$ cat src/rtl/fetch_unit_btb.sv
// rtl/fetch_unit_btb.sv - fetch stage: PC register, PC+4, next-PC select, direct-mapped BTB
// with 2-bit saturating counters
module fetch_unit_btb #(
    parameter int                ADDR_W      = 32,
    parameter int                BTB_ENTRIES = 16,
    parameter logic [ADDR_W-1:0] RESET_PC    = '0
) (
    input  logic              Clock,
    input  logic              Reset,
    input  logic              WriteEnable,
    input  logic              Jump,
    input  logic [ADDR_W-1:0] JumpDest,
    input  logic              Mispredict,
    input  logic [ADDR_W-1:0] CorrectPC,
    input  logic              ResolveValid,
    input  logic [ADDR_W-1:0] ResolvePC,
    input  logic              ResolveTaken,
    input  logic [ADDR_W-1:0] ResolveTarget,
    output logic [ADDR_W-1:0] IMemAddr,
    input  logic [ADDR_W-1:0] IMemData,
    output logic [ADDR_W-1:0] Instruction,
    output logic [ADDR_W-1:0] PC_Out,
    output logic [ADDR_W-1:0] PCI_Out,
    output logic              PredTaken,
    output logic [ADDR_W-1:0] PredTarget
);

    localparam int IDX_W = $clog2(BTB_ENTRIES);
    localparam int TAG_W = ADDR_W - IDX_W - 2;

    logic [ADDR_W-1:0] pc;
    logic [ADDR_W-1:0] pc_inc;
    logic [ADDR_W-1:0] pc_next;

    logic              btb_valid  [BTB_ENTRIES];
    logic [1:0]        btb_ctr    [BTB_ENTRIES];
    logic [TAG_W-1:0]  btb_tag    [BTB_ENTRIES];
    logic [ADDR_W-1:0] btb_target [BTB_ENTRIES];

    logic [IDX_W-1:0]  look_idx;
    logic [TAG_W-1:0]  look_tag;
    logic              look_hit;
    logic [IDX_W-1:0]  res_idx;
    logic [TAG_W-1:0]  res_tag;
    logic              res_hit;

    assign pc_inc      = pc + ADDR_W'(4);
    assign PC_Out      = pc;
    assign PCI_Out     = pc_inc;
    assign IMemAddr    = pc;
    assign Instruction = IMemData;

    // Lookup reads the array state before this edge's update, so same-index
    // lookup and resolve in one cycle naturally see the old entry.
    assign look_idx   = pc[IDX_W+1:2];
    assign look_tag   = pc[ADDR_W-1:IDX_W+2];
    assign look_hit   = btb_valid[look_idx] && (btb_tag[look_idx] == look_tag);
    assign PredTaken  = look_hit && btb_ctr[look_idx][1];
    assign PredTarget = PredTaken ? btb_target[look_idx] : '0;

    assign res_idx = ResolvePC[IDX_W+1:2];
    assign res_tag = ResolvePC[ADDR_W-1:IDX_W+2];
    assign res_hit = btb_valid[res_idx] && (btb_tag[res_idx] == res_tag);

    always_comb begin
        pc_next = pc_inc;
        if (Mispredict)        pc_next = CorrectPC;
        else if (Jump)         pc_next = JumpDest;
        else if (!WriteEnable) pc_next = pc;
        else if (PredTaken)    pc_next = PredTarget;
    end

    always_ff @(posedge Clock or posedge Reset) begin
        if (Reset) pc <= RESET_PC;
        else       pc <= pc_next;
    end

    // Training runs regardless of stall/redirect: EX resolution is always committed.
    always_ff @(posedge Clock or posedge Reset) begin
        if (Reset) begin
            for (int i = 0; i < BTB_ENTRIES; i++) begin
                btb_valid[i]  <= 1'b0;
                btb_ctr[i]    <= 2'b01;
                btb_tag[i]    <= '0;
                btb_target[i] <= '0;
            end
        end else if (ResolveValid) begin
            if (res_hit) begin
                if (ResolveTaken) begin
                    if (btb_ctr[res_idx] != 2'b11) btb_ctr[res_idx] <= btb_ctr[res_idx] + 2'b01;
                    btb_target[res_idx] <= ResolveTarget;
                end else if (btb_ctr[res_idx] != 2'b00) begin
                    btb_ctr[res_idx] <= btb_ctr[res_idx] - 2'b01;
                end
            end else if (ResolveTaken) begin
                btb_valid[res_idx]  <= 1'b1;
                btb_tag[res_idx]    <= res_tag;
                btb_target[res_idx] <= ResolveTarget;
                btb_ctr[res_idx]    <= 2'b10;
            end
        end
    end

endmodule

$ cat config.mk
export PLATFORM = sky130hd
export DESIGN_NAME = fetch_unit_btb
export DESIGN_NICKNAME = d
export VERILOG_FILES = /design/src/rtl/fetch_unit_btb.sv
export SDC_FILE = /design/constraint.sdc
export NUM_CORES = 2
export LEC_CHECK = 0
export CAP_MARGIN = 25
export CELL_PAD_IN_SITES_DETAIL_PLACEMENT = 1
export CELL_PAD_IN_SITES_GLOBAL_PLACEMENT = 1
export CORE_AREA = 2 2 315 317
export DETAILED_ROUTE_END_ITERATION = 10
export DIE_AREA = 0 0 317 319
export PLACE_DENSITY_LB_ADDON = 0.1
export RECOVER_POWER = 50
export SYNTH_ARGS = -nofsm -noshare
export SYNTH_HDL_FRONTEND = slang
export SYNTH_SLANG_ARGS = --single-unit
$ cat constraint.sdc
create_clock -name Clock -period 79.5 [get_ports Clock]
set_input_delay 11.925 -clock Clock [delete_from_list [all_inputs] [get_ports Clock]]
set_output_delay 11.925 -clock Clock [all_outputs]
set_load 0.02 [all_outputs]
### Yosys cells after proc, flatten, opt, wreduce, memory -nomap -nowiden

Index checks and enable logic that the tools add are counted.

| cells by class | value |
|---|---|
| add/sub/neg operators | 3 |
| $mul | 0 |
| divide/modulo/power cells | 0 |
| magnitude comparators | 3 |
| equality and inequality tests | 4 |
| shift operators | 0 |
| mux-type cells | 43 |
| bitwise logic cells | 7 |
| reductions and logical operators | 11 |

Operators by type and width:

| cell | number |
|---|---|
| 512-bit bitwise mux | 1 |
| 416-bit bitwise mux | 1 |
| 32-bit 2-to-1 mux | 13 |
| 26-bit binary-select mux with 4-bit select | 2 |
| 26-bit 2-to-1 mux | 5 |
| 32-bit binary-select mux with 4-bit select | 1 |
| 32-bit demux with 4-bit select | 1 |
| 26-bit demux with 4-bit select | 1 |
| 32-bit bitwise mux | 2 |
| 26-bit == test | 2 |
| 32-bit by 3-bit adder with 32-bit output (second input constant) | 1 |
| 16-bit bitwise OR | 2 |
| 16-bit bitwise AND | 1 |
| 2-bit binary-select mux with 4-bit select | 2 |
| 16-bit NOT | 1 |
| 5-bit greater-or-equal comparator (second input constant) | 2 |
| 2-bit 2-to-1 mux | 5 |
| 4-bit NOT with 5-bit output | 2 |
| 1-bit binary-select mux with 4-bit select | 2 |
| 2-bit demux with 4-bit select | 1 |
| 2-bit nonzero test | 3 |
| 5-bit by 1-bit less-than comparator with 1-bit output (second input constant) | 1 |
| 1-bit 2-to-1 mux | 5 |
| 1-bit demux with 4-bit select | 1 |
| 10 further kinds | 13 |

| storage, ports and cells | value |
|---|---|
| register bits after elaboration | 1,008 |
| bits in latches | 0 |
| memory bits (writable) | 0 |
| memory bits (read-only) | 0 |
| bits of input ports | 167 |
| logic and storage cells | 136 |
| memories kept | 0 |

### Depth between registers and ports, before layout

| logic depth | value |
|---|---|
| word-level depth | 12 |
| mapped depth | 17 |
| mapped depth without buffers | 9 |

### Worst setup path before layout

No wires, ideal clock.

| path | value |
|---|---|
| path type | in2out |
| from | input IMemData[0] |
| to | output Instruction[0] |
| arrival time | 12.059 ns |
| data required time | 67.575 ns |
| setup slack | 55.516 ns |
| stages on the path | 1 |
| buffers on the path | 1 |
| cells stage by stage | buf_4 |

RTL lines:

| what | RTL line | source |
|---|---|---|
| start, declared | 20 | `input logic [ADDR_W-1:0] IMemData,` |
| end, declared | 21 | `output logic [ADDR_W-1:0] Instruction,` |

No word-level cell between the ends.

==> results.sh <==
export IMPL_grt_usage_pct=34.3
export IMPL_p_sw_share_pct=29.3
export IMPL_fin_crit_sh_pct=30.9
export IMPL_first_pass_iters=5
export IMPL_h_tree_depth=3
export IMPL_dpl_instance_area_um2=55400
export IMPL_ctsLongestPathBuffers=3
export IMPL_rsz0062_at_grt="false"
export IMPL_sequentialPowerShare_pct=44.1
export IMPL_path_class="in2async"
export IMPL_cp_max_fo=196
export IMPL_numCtsBuffers=108
export IMPL_hold_viol=0
export IMPL_setup_worst_path_start="Reset"
export IMPL_synth_edf_count=0
export IMPL_start_util_pct=53.5
export IMPL_grt_first_pass_wirelength_mm=257
export IMPL_worstHoldStart="btb_target[201]"
export IMPL_portBuffers=261
export IMPL_setup_viol=0
export IMPL_tns_ns=0
export IMPL_synth_top_area_share_pct=47.5
export IMPL_grt_antenna_before_repair=13
export IMPL_n_fill_cell=9068
export IMPL_ys_seq_area_share_pct=48.3
export IMPL_maxCapViolCount=17
export IMPL_power_internal_mw=1.10
export IMPL_ant_nets=0
export IMPL_overflow=0
export IMPL_ios=328
export IMPL_finalMaxSlewViolations=1180
export IMPL_dr_total_vias=35222
export IMPL_cts_hold_buf=0
export IMPL_ys_ff_latch=1008
export IMPL_drt_iter0_drc=3061
export IMPL_combPwrFrac_pct=21.8
export IMPL_synth_area_top_cells="dfrtp_1 (48%), mux2_2 (21%), mux4_2 (9.7%)"
export IMPL_crit_buf_inv=3
export IMPL_nets=4066
export IMPL_cts_root_buf="clkbuf_16"
export IMPL_synth_most_common_cell="dfrtp_1"
export IMPL_max_slew_margin_pct=-558
export IMPL_ys_types=69
export IMPL_worstPathCellList="dlygate4sd3_1 > clkinvlp_2 > clkbuf_1"
export IMPL_syn_num_nets=4014
export IMPL_cp_end_kind="async pin"
export IMPL_grt_max_degree=197
export IMPL_crit_family="buffers and inverters"
export IMPL_hp_class="reg2reg"
export IMPL_cts_sinks=1008
export IMPL_status="finished with violations"
export IMPL_clockPowerShare_pct=34.1
export IMPL_num_rows=115
export IMPL_synthCells=3844
export IMPL_core_um2=97700
export IMPL_routed_wl_mm=173
export IMPL_total_power_mw=1.55
export IMPL_synthArstFlopShare_pct=100
export IMPL_dieArea_um2=101000
export IMPL_yosysTopAreaCell="dfrtp_1"
export IMPL_power_density_nw_per_um2=26.3
export IMPL_worst_pin_slew_ns=9.86
export IMPL_syn_area_per_cell_um2=13.6
export IMPL_dp_hpwl_mm=106
export IMPL_cp_required_ns=77.82
export IMPL_worstSkewPairLatency_ns=0.72
export IMPL_cpPeakStageDelay_ns=7.06
export IMPL_cts_resized=0
export IMPL_die_y_um=319
export IMPL_cpMaxStageDelayCell="clkbuf_1"
export IMPL_yosysWarnings=0
export IMPL_gp_congestion=0.855
export IMPL_finalCriticalPeriod_ns=24.56
export IMPL_cts_setup_buffers=0
export IMPL_avgViaCountPerCell=6.67
export IMPL_critPathLaunchType="primary input"
export IMPL_syn_cell_area_um2=52300
export IMPL_die_x_um=317
export IMPL_grt_pass1_vias=38698
export IMPL_ir_drop_v=0.0000204
export IMPL_wl_per_cell_um=32.8
export IMPL_max_freq_mhz=40.7
export IMPL_final_area_um2=59100
export IMPL_path_clk_slew_ns=0.06
export IMPL_p_sw_uw=456
export IMPL_synth_ff_type="dfrtp_1"
export IMPL_cts_tree="yes"
export IMPL_crit_arrival_ns=22.88
export IMPL_final_layout_size_suffix_gt1_share_pct=38.4
export IMPL_r2r_start="IMemAddr[4]"
export IMPL_synth_common_cells="dfrtp_1 (992), mux2_2 (962), mux2i_1 (319)"
export IMPL_syn_to_final_growth_pct=13.1
export IMPL_finalClockSkew_ns=0.0386
export IMPL_power_leakage_nw=25.7
export IMPL_failed_checks="max-capacitance violations, max-slew violations"
export IMPL_drc=0
power by group through the flow:
| stage | sequential (mW) | clock [mW] | combinational, mW |
|---|---|---|---|
| 2_1_floorplan | 0.664 | 0 | 0.245 |
| 3_3_place_gp | 0.676 | 0 | 0.319 |
| 3_5_place_dp | 0.691 | 0 | 0.335 |
| 4_1_cts | 0.683 | 0.535 | 0.338 |
| 5_1_grt | 0.696 | 0.556 | 0.361 |
| 6_report | 0.684 | 0.530 | 0.339 |
placed cells by master (no fill, tap or decap), types with 72 or more instances in the layout:
master           instances
dfrtp_1                988
mux2_2                 962
mux2i_1                319
mux4_2                 225
clkdlybuf4s50_1        198
a21oi_1                108
clkbuf_16              108
nand2_1                 99
a22oi_1                 83
a221oi_1                83
buf_4                   72
area by class of cell:
class	count	area (µm²)	area share [%]
Multi-Input combinational cell	2402	25100	42.5
Inverter	19	73.8	0.125
Sequential cell	1008	25300	42.7
Timing Repair Buffer	357	3280	5.56
Tap cell	1287	1610	2.73
Clock inverter	37	587	0.993
Clock buffer	159	3160	5.36
Antenna cell	8	20.0	0.0339
cells by family (layout without fill, tap and decap cells):
| family | Yosys count | after routing | share of synthesized area [%] |
|---|---|---|---|
| flops | 1008 | 1008 | 48.3 |
| fa+ha+maj | 3 | 3 | 0.0718 |
| compound gates | 426 | 426 | 5.86 |
| mux | 1513 | 1513 | 36.7 |
| buf+inv | 434 | 572 | 4.04 |
| simple gates | 403 | 403 | 4.08 |
| other cells | 0 | 8 | 0 |
| xor+xnor | 57 | 57 | 0.955 |
worst paths after layout:
path	slack [ns]	cells past startpoint	endpoint
worst max-delay path	54.94	3	btb_target[247]
worst min-delay path	0.50	1	btb_target[201]
worst max register to register	73.12	11	IMemAddr[4]
worst min register to register	0.50	1	btb_target[201]
max in group Clock	55.65	0	Instruction[16]
min in group asynchronous	13.34	2	btb_tag[340]
worst register-to-register path, cell delays in order, from the launching register on:
cell and delay (ns):
dfrtp_2 0.82, buf_4 0.56, and2_4 0.85, a221oi_1 0.33, o21ai_0 0.75, a21oi_1 0.17, or4_1 0.65, nor4_1 0.37
and4_2 0.28, buf_4 0.63, mux2i_1 0.41, o221ai_1 0.27
sequential cells by signal (all words and copies together) (netlist names):
| name | flops |
|---|---|
| btb_target | 512 |
| btb_valid | 16 |
| btb_tag | 416 |
| IMemAddr | 32 |
| btb_ctr | 32 |
metal layers:
metal	GRT usage, %	vias to the layer above	routed length (µm)
li1	-	14454	-
met1	46.6	19138	71300
met2	55.9	1316	83800
met3	6.13	306	12300
met4	11.6	8	5520
met5	0	-	51
metrics by stage:
stage	cells	utilization, %	hold slack [ns]	setup slack [ns]
2_1_floorplan	3844	-	0.452	39.24
3_3_place_gp	5062	56.6	0.475	55.65
3_5_place_dp	5065	56.7	0.489	55.65
4_1_cts	5261	60.5	0.503	55.65
5_1_grt	5273	60.5	0.516	52.55
6_report	5277	60.5	0.503	54.94
(Power assumes the default switching activity.)
